$ cat config.mk
export PLATFORM = sky130hd
export DESIGN_NAME = gray_encoder_tracker
export DESIGN_NICKNAME = d
export VERILOG_FILES = /design/src/rtl/gray_enc_pkg.sv /design/src/rtl/gray_enc_to_bin.sv /design/src/rtl/gray_encoder_tracker.sv
export SDC_FILE = /design/constraint.sdc
export NUM_CORES = 1
export LEC_CHECK = 0
export CAP_MARGIN = 20
export CORE_MARGIN = 4
export CORE_UTILIZATION = 50
export CTS_CLUSTER_DIAMETER = 30
export CTS_CLUSTER_SIZE = 24
export DETAILED_ROUTE_END_ITERATION = 8
export PLACE_DENSITY = 0.75
export SLEW_MARGIN = 30
export SYNTH_ARGS = -nofsm -noshare
export SYNTH_HDL_FRONTEND = slang
export SYNTH_SLANG_ARGS = --single-unit
export TNS_END_PERCENT = 100
$ cat constraint.sdc
create_clock -name clk -period 5.46 [get_ports clk]
set_input_delay 1.092 -clock clk [delete_from_list [all_inputs] [get_ports clk]]
set_output_delay 1.092 -clock clk [all_outputs]
set_load 0.05 [all_outputs]
$ cat src/rtl/gray_enc_pkg.sv
// Shared types and default sizing for the Gray-coded rotary encoder tracker.
package gray_enc_pkg;

  localparam int unsigned DEF_WIDTH         = 4;
  localparam int unsigned DEF_STABLE_CYCLES = 3;
  localparam int unsigned DEF_TURN_W        = 8;

  // Tracker modes: waiting for enable, waiting for the first stable code, tracking.
  typedef enum logic [1:0] {
    IDLE    = 2'd0,
    ACQUIRE = 2'd1,
    TRACK   = 2'd2
  } state_t;

endpackage

$ cat src/rtl/gray_enc_to_bin.sv
// Combinational Gray-to-binary converter: each binary bit is the XOR of all
// Gray bits at and above it, which unrolls b[i] = b[i+1] ^ g[i].
module gray_to_bin_n #(
  parameter int unsigned WIDTH = 4
) (
  input  logic [WIDTH-1:0] gray,
  output logic [WIDTH-1:0] bin
);

  // One reduction-XOR per output bit; no ripple through intermediate outputs.
  for (genvar i = 0; i < WIDTH; i++) begin : g_bit
    assign bin[i] = ^gray[WIDTH-1:i];
  end

endmodule

$ cat src/rtl/gray_encoder_tracker.sv
// Absolute Gray encoder tracker: synchronise, debounce, convert to binary,
// classify each accepted change and keep a signed multi-turn count.
module gray_encoder_tracker
  import gray_enc_pkg::*;
#(
  parameter int unsigned WIDTH         = DEF_WIDTH,
  parameter int unsigned STABLE_CYCLES = DEF_STABLE_CYCLES,
  parameter int unsigned TURN_W        = DEF_TURN_W
) (
  input  logic              clk,
  input  logic              rst_n,
  input  logic              en,
  input  logic              clear,
  input  logic [WIDTH-1:0]  gray_in,
  output logic [WIDTH-1:0]  pos_bin,
  output logic [TURN_W-1:0] turns,
  output logic              valid,
  output logic              step_up,
  output logic              step_dn,
  output logic              err_jump
);

  localparam int unsigned      CNT_W    = $clog2(STABLE_CYCLES + 1);
  localparam logic [CNT_W-1:0] CNT_FULL = CNT_W'(STABLE_CYCLES);
  localparam logic [WIDTH-1:0] POS_MAX  = '1;
  localparam logic [WIDTH-1:0] POS_ONE  = WIDTH'(1);

  logic [WIDTH-1:0]  s1, s2;
  logic [CNT_W-1:0]  cnt;
  logic              stable;
  logic [WIDTH-1:0]  cand_bin;
  logic [WIDTH-1:0]  delta;
  state_t            state, next_state;
  logic [WIDTH-1:0]  pos_bin_d;
  logic [TURN_W-1:0] turns_d;
  logic              valid_d, step_up_d, step_dn_d, err_jump_d;

  // Synchroniser and debounce counter; the counter is held at zero while
  // disabled and on the IDLE->ACQUIRE edge so every acquisition sees a full window.
  always_ff @(posedge clk) begin
    // NOTE: non-blocking assignments so s2 takes the old s1, not the new one.
    if (!rst_n) begin
      s1  <= '0;
      s2  <= '0;
      cnt <= '0;
    end else begin
      s1 <= gray_in;
      s2 <= s1;
      if (!en || state == IDLE) begin
        cnt <= '0;
      end else if (s1 != s2) begin
        cnt <= CNT_W'(1);
      end else if (cnt != CNT_FULL) begin
        cnt <= cnt + CNT_W'(1);
      end
    end
  end

  assign stable = (cnt == CNT_FULL);

  gray_to_bin_n #(.WIDTH(WIDTH)) u_g2b (
    .gray (s2),
    .bin  (cand_bin)
  );

  assign delta = cand_bin - pos_bin;

  // Next-state, position, turn count and event pulses.
  always_comb begin
    // NOTE: every output gets a default first, so no path can infer a latch.
    next_state = state;
    pos_bin_d  = pos_bin;
    turns_d    = turns;
    valid_d    = valid;
    step_up_d  = 1'b0;
    step_dn_d  = 1'b0;
    err_jump_d = 1'b0;

    if (!en) begin
      next_state = IDLE;
      valid_d    = 1'b0;
    end else begin
      unique case (state)
        IDLE: begin
          next_state = ACQUIRE;
          valid_d    = 1'b0;
        end
        ACQUIRE: begin
          if (stable) begin
            pos_bin_d  = cand_bin;
            valid_d    = 1'b1;
            next_state = TRACK;
          end
        end
        TRACK: begin
          if (stable && cand_bin != pos_bin) begin
            pos_bin_d = cand_bin;
            if (delta == POS_ONE) begin
              step_up_d = 1'b1;
              if (pos_bin == POS_MAX) turns_d = turns + TURN_W'(1);
            end else if (delta == POS_MAX) begin
              step_dn_d = 1'b1;
              if (pos_bin == '0) turns_d = turns - TURN_W'(1);
            end else begin
              err_jump_d = 1'b1;
            end
          end
        end
        default: next_state = IDLE;
      endcase
    end

    // Clearing beats a coincident wrap; the step pulse is unaffected.
    if (clear) turns_d = '0;
  end

  // State register and registered outputs, all updating on the same edge.
  always_ff @(posedge clk) begin
    if (!rst_n) begin
      state    <= IDLE;
      pos_bin  <= '0;
      turns    <= '0;
      valid    <= 1'b0;
      step_up  <= 1'b0;
      step_dn  <= 1'b0;
      err_jump <= 1'b0;
    end else begin
      state    <= next_state;
      pos_bin  <= pos_bin_d;
      turns    <= turns_d;
      valid    <= valid_d;
      step_up  <= step_up_d;
      step_dn  <= step_dn_d;
      err_jump <= err_jump_d;
    end
  end

endmodule
==> results.ini, run 1 <==
[die]
io_pins = 24
start_util_pct = 52.5
die_area_sq_um = 3850
die-width_um = 62.0
core_sq_um = 2780
row_count = 19
die-height_um = 62.0

[final_layout]
num_antenna_cells = 0
area_delta_synth_final_pct = 20.7
final_cell_mix = dfxtp_1 (28), clkdlybuf4s50_1 (23), nor2_1 (16), xnor2_1 (12), ha_1 (11)
nets = 203
final_common_cell = dfxtp_1
layout-drive-gt1-share_pct = 4.97

[worst_setup_path]
ff2ff_path_depth = 16
crit_arrival_ns = 4.45
cp_top_family = XOR/XNOR gates
startpoint_type = flop
worstPathCellList = xor2_1 > xnor2_1 > inv_2 > xnor2_1 > ha_1 > fa_1 > xor2_1 > nand3b_1 > a21o_1 > ha_1 > a21oi_1 > o211ai_1 > o41ai_1 > xnor2_1 > or4_1 > nand2_1
crit_cells = 16
worst-path-max-fanout = 11
critical_path_buf_inv_count = 1
slowest_stage = dfxtp_1
r2r-end = turns[7]
worstSetupEndpointType = flop
crit_top_cell = xnor2_1
r2r_slack_ns = 1.29
slowest_delay_ns = 0.47
critical_path_class = reg2reg
critPathRequiredTime_ns = 5.74
rr_startpoint = s2[3]

[sta]
fin_skew_ns = 0.0147
worst_pin_slew_ns = 0.510
drv_slew = 0
final-setup-viol-count = 0
max_freq_mhz = 240
final-hold-violation-count = 0
fin_crit_ns = 4.17
rsz0062_at_grt = false
period_share_pct = 76.4
tns_ns = 0
relSlewSlack_pct = 65.9

[clock_network]
cts_root_buf = clkbuf_4
clkSinkCount = 28
postCtsHoldBufs = 0
cts.path.max_buffers = 2
cts_setup_buffers = 0
clkLatencyLatePin_ns = 0.34
clk_pin_slew_ns = 0.16
cts_tree = yes
cts_htree_levels = 1
cts_buffers = 3
ctsResizeCount = 0

[drt]
drc_errors = 0
wl_um = 2740
wl_per_cell_um = 12.9
drtAntennaViolNets = 0
dr_wl_met2_um = 1350
top_layer = met4
first_pass_iters = 4
dr_wl_met3_um = 92
dr_total_vias = 1143
m1WireLength_um = 1260
via_per_inst = 5.39
drt_iter0_drc = 20

[synthesis]
syn_nets = 178
yosys_warnings = 0
avgSynthCellArea_sq_um = 9.30
synth_top_area_share_pct = 38.4
synthArstFlopShare_pct = 0
ys.flop_type = dfxtp_1
ys_seq_area_share_pct = 38.4
ys_types = 37
ys_ff_latch = 28
synth_edf_count = 0
synth_top_area_cell = dfxtp_1
synthCells = 157
mappedNetlistArea_sq_um = 1460
synth_area_leaders = dfxtp_1 (38%), ha_1 (9.4%), xnor2_1 (7.2%)

[place]
gp_congestion = 0.813
hpwl_um = 2120
io_buffer_count = 23

[global_route]
grt_pass1_vias = 1104
grt_usage_pct = 16.6
grt_start_max_net_pins = 18
gr-total-overflow = 0
grt_first_pass_wirelength_um = 4730
antenna_found_initial = 0

[pwr]
leakage_nw = 0.734
irDropWorstVdd_mv = 0.173
power_density_nw_per_um2 = 228
power.total_mw = 0.401

[run_status]
status = completed

[hold_path]
min-delay-start = valid
hold_depth = 2
min_to = valid
hold_path_class = reg2reg

[job]
cap_violations = 0

report_power, final:
| part | internal (mW) | switching [mW] | total (mW) |
|---|---|---|---|
| clock network | 0.0743 | 0.0614 | 0.136 |
| logic | 0.0253 | 0.0292 | 0.0545 |
| registers | 0.208 | 0.00303 | 0.211 |
| total | 0.308 | 0.0936 | 0.401 |
state kept, by name, summed over array words and instances (netlist names):
name / flops
s1: 4
pos_bin: 4
cnt: 2
state: 2
valid: 1
step_dn: 1
step_up: 1
turns: 8
s2: 4
err_jump: 1
worst register-to-register path, stage by stage (launching register included):
cell,delay (ns)
dfxtp_1,0.47
xor2_1,0.28
xnor2_1,0.25
inv_2,0.09
xnor2_1,0.17
ha_1,0.22
fa_1,0.38
xor2_1,0.21
nand3b_1,0.10
a21o_1,0.30
ha_1,0.32
a21oi_1,0.19
o211ai_1,0.15
o41ai_1,0.32
xnor2_1,0.12
or4_1,0.47
nand2_1,0.07
stage by stage:
stage | hold WS, ns | util, % | setup WS, ns | instance area (sq um) | cells
after floorplan | 0.433 | - | 1.68 | 1460 | 157
after global placement | 0.434 | 61.5 | 1.53 | 1710 | 208
after detailed placement | 0.451 | 61.5 | 1.31 | 1710 | 208
after CTS | 0.473 | 63.4 | 1.27 | 1760 | 212
after global routing | 0.515 | 63.4 | 0.964 | 1760 | 212
final | 0.466 | 63.4 | 1.29 | 1760 | 212
synth_stat cells, types with 2 or more instances:
| library cell | number |
|---|---|
| inv_2 | 2 |
| mux2i_1 | 6 |
| o21ai_0 | 2 |
| inv_1 | 7 |
| nor3_1 | 3 |
| o211ai_1 | 3 |
| nor2b_1 | 2 |
| a21o_1 | 3 |
| dfxtp_1 | 28 |
| a21oi_1 | 7 |
| nand2_1 | 9 |
| nor2_1 | 16 |
| nand3_1 | 8 |
| nand3b_1 | 2 |
| nand2b_1 | 2 |
| xnor2_1 | 12 |
| nand4_1 | 2 |
| xor2_1 | 4 |
| and2_1 | 10 |
| ha_1 | 11 |
| fa_1 | 2 |
routing by layer:
layer,global-route usage [%],vias to the layer above
li1,-,588
met3,3.31,4
met5,0,-
met4,5.76,0
met1,21.1,522
met2,27.8,29
cell families after synthesis:
| kind of cell | after synthesis | synth area share (%) |
|---|---|---|
| xor+xnor | 17 | 10.7 |
| compound gates | 23 | 10.9 |
| fa+ha+maj | 13 | 12.2 |
| simple gates | 58 | 20.1 |
| flops | 28 | 38.4 |
| buf+inv | 12 | 3.60 |
| mux | 6 | 4.11 |
layout make-up:
| class | count | area [sq um] |
|---|---|---|
| clock buffer | 3 | 22.5 |
| clock inverter | 1 | 30.0 |
| fill | 232 | 1020 |
| inverter | 9 | 33.8 |
| multi-input combinational | 117 | 847 |
| sequential | 28 | 561 |
| tap | 31 | 38.8 |
| timing repair buffer | 23 | 230 |
worst max-delay path by stage:
stage          startpoint  endpoint  slack (ns)
3_5_place_dp        s2[3]  turns[7]        1.31
6_report            s2[3]  turns[7]        1.29
4_1_cts             s2[3]  turns[7]        1.27
3_3_place_gp        s2[3]  turns[7]        1.53
2_1_floorplan       s2[3]  turns[7]        1.68
5_1_grt             s2[3]  turns[7]        0.96
Power figures use the tool's default switching activity.
==> inputs of run 2 (changes only) <==
- clock period: 5.46 -> 3.9 ns (I/O delays scaled with it)
==> run 2 against run 1 <==
Final area increased by 10%; count of clock-buffer cells in the layout unchanged; global-route usage increased by 1.2 points; utilization increased by 6.4 points; via count increased by 3.9%; critical path depth unchanged; first-iteration DRC count increased to 3.4 times the previous value; sequential power increased by 40%; cell count increased by 4.2%; clock power increased by 46%; combinational power increased by 93%; critical path type unchanged.
==> results.ini, run 2 (synthesis results as in run 1) <==
[run_status]
status = completed

[drt]
drtAntennaViolNets = 0
wl_per_cell_um = 15.1
first_pass_iters = 4
wl_um = 3330
drt_iter0_drc = 67
dr_total_vias = 1188
drc_errors = 0
via_per_inst = 5.38

[worst_setup_path]
critical_path_class = reg2reg
critPathRequiredTime_ns = 4.20
r2r_slack_ns = 0.1
worst-path-max-fanout = 7
slowest_stage = or4_1
startpoint_type = flop
worstSetupEndpointType = flop
ff2ff_path_depth = 16
crit_end = turns[7]
r2r-end = turns[7]
crit_arrival_ns = 4.10
slowest_delay_ns = 0.47
startpoint = s2[3]
rr_startpoint = s2[3]
worstPathCellList = xor2_2 > xnor2_2 > inv_2 > xnor2_2 > ha_2 > fa_2 > xor2_2 > nand3b_1 > a21o_4 > ha_4 > a21oi_2 > o211ai_1 > o41ai_2 > xnor2_1 > or4_1 > nand2_1

[sta]
fin_skew_ns = 0.00348
final-hold-violation-count = 0
relSlewSlack_pct = 60.9
max_freq_mhz = 263
tns_ns = 0
fin_crit_ns = 3.80
final-setup-viol-count = 0
drv_slew = 0
worst_pin_slew_ns = 0.583
period_share_pct = 97.5
rsz0062_at_grt = true

[hold_path]
hold_path_class = reg2reg

[place]
placedInstanceArea_sq_um = 1740
gp_congestion = 0.857
io_buffer_count = 23
hpwl_um = 2180

[global_route]
grt_usage_pct = 17.8
grt_first_pass_wirelength_um = 4950
grt_pass1_vias = 1097
grt_start_max_net_pins = 17
antenna_found_initial = 0
gr-total-overflow = 0

[final_layout]
multi_input_area_sq_um = 956
num_antenna_cells = 0
area_delta_synth_final_pct = 33.0
final_common_cell = dfxtp_1
final_cell_mix = dfxtp_1 (26), clkdlybuf4s50_1 (23), nor2_1 (16), and2_1 (10), xnor2_1 (10)
seq_area_sq_um = 563
num-fill-cells = 215
largest_reg_flops = 8
fin_area_sq_um = 1940
nets = 212
max_flop_register = turns
layout-drive-gt1-share_pct = 17.9

[die]
io_pins = 24
die-width_um = 62.0
start_util_pct = 52.5
die_area_sq_um = 3850
core_sq_um = 2780
die-height_um = 62.0
row_count = 19

[pwr]
power_switching_mw = 0.150
power_density_nw_per_um2 = 309
leakage_nw = 0.787
switching_share_pct = 25.1
internal-power_mw = 0.449
irDropWorstVdd_mv = 0.227
power_frac_seq_pct = 49.4
power_frac_clock_pct = 33.1
combPwrFrac_pct = 17.5

[clock_network]
clk_pin_slew_ns = 0.16
cts_htree_levels = 1
cts_tree = yes
cts_buffers = 3
cts.path.max_buffers = 2
clkSinkCount = 28
clkLatencyLatePin_ns = 0.35
cts_root_buf = clkbuf_4

[job]
cap_violations = 0

[run 2: how the worst min path moves through the flow]
stage          startpoint       end  slack, ns  cells past startpoint
2_1_floorplan    state[1]  state[0]       0.43                      1
3_3_place_gp        valid     valid       0.44                      2
3_5_place_dp        valid     valid       0.44                      2
4_1_cts             valid     valid       0.46                      2
5_1_grt             valid     valid       0.49                      2
6_report            valid     valid       0.46                      2
[run 2: layout make-up]
| class | count | area share [%] |
|---|---|---|
| Multi-Input combinational cell | 117 | 49.2 |
| Timing Repair Buffer | 32 | 15.3 |
| Inverter | 9 | 1.74 |
| Tap cell | 31 | 2.00 |
| Clock inverter | 1 | 1.55 |
| Sequential cell | 28 | 29.0 |
| Clock buffer | 3 | 1.16 |
[run 2: what timing repair did]
action / 4_1_cts / 5_1_grt
setup endpoints to repair: 1 / 2
hold buffers: 0 / 0
endpoints found under the hold margin: 0 / 0
resized for setup: 3 / 15
setup buffers: 0 / 5
pin swaps: 0 / 9
[run 2: power by group through the flow]
stage	Clock, mW	Sequential [mW]	Combinational (mW)
floorplan	0	0.301	0.0561
global route	0.217	0.297	0.115
detailed placement	0	0.301	0.0800
global placement	0	0.301	0.0774
finish	0.199	0.296	0.105
CTS	0.199	0.296	0.0830
[run 2: stage by stage]
step,cells,power [mW],hold slack (ns),setup slack [ns],utilization (%)
2_1_floorplan,157,0.357,0.433,0.117,-
3_3_place_gp,212,0.379,0.435,0.140,62.6
3_5_place_dp,212,0.381,0.442,-0.0436,62.6
4_1_cts,216,0.578,0.461,0.0299,65.3
5_1_grt,221,0.629,0.494,-0.0879,69.8
6_report,221,0.599,0.458,0.0981,69.8
[run 2: worst max-delay path, delay by kind of cell, from the launching register on]
kind | cells | cell delay (ns)
simple gates | 3 | 0.67
compound gates | 4 | 0.88
xor+xnor | 5 | 0.92
buf+inv | 1 | 0.10
fa+ha+maj | 3 | 0.83
flops | 1 | 0.37
[run 2: layer usage]
metal	vias up	wire length, um	part of all wire (%)	global-route usage, %
met2	18	1610	48	28.4
met3	5	67	2.0	3.10
li1	602	-	-	-
met4	0	56	1.7	8.18
met5	-	0	0	0
met1	563	1600	48	23.4
==> inputs of run 3 (changes only) <==
- GPL_TIMING_DRIVEN: unset -> 1
==> results of run 3 <==
No change in the layout: final DEF, timing and power equal those of run 2.
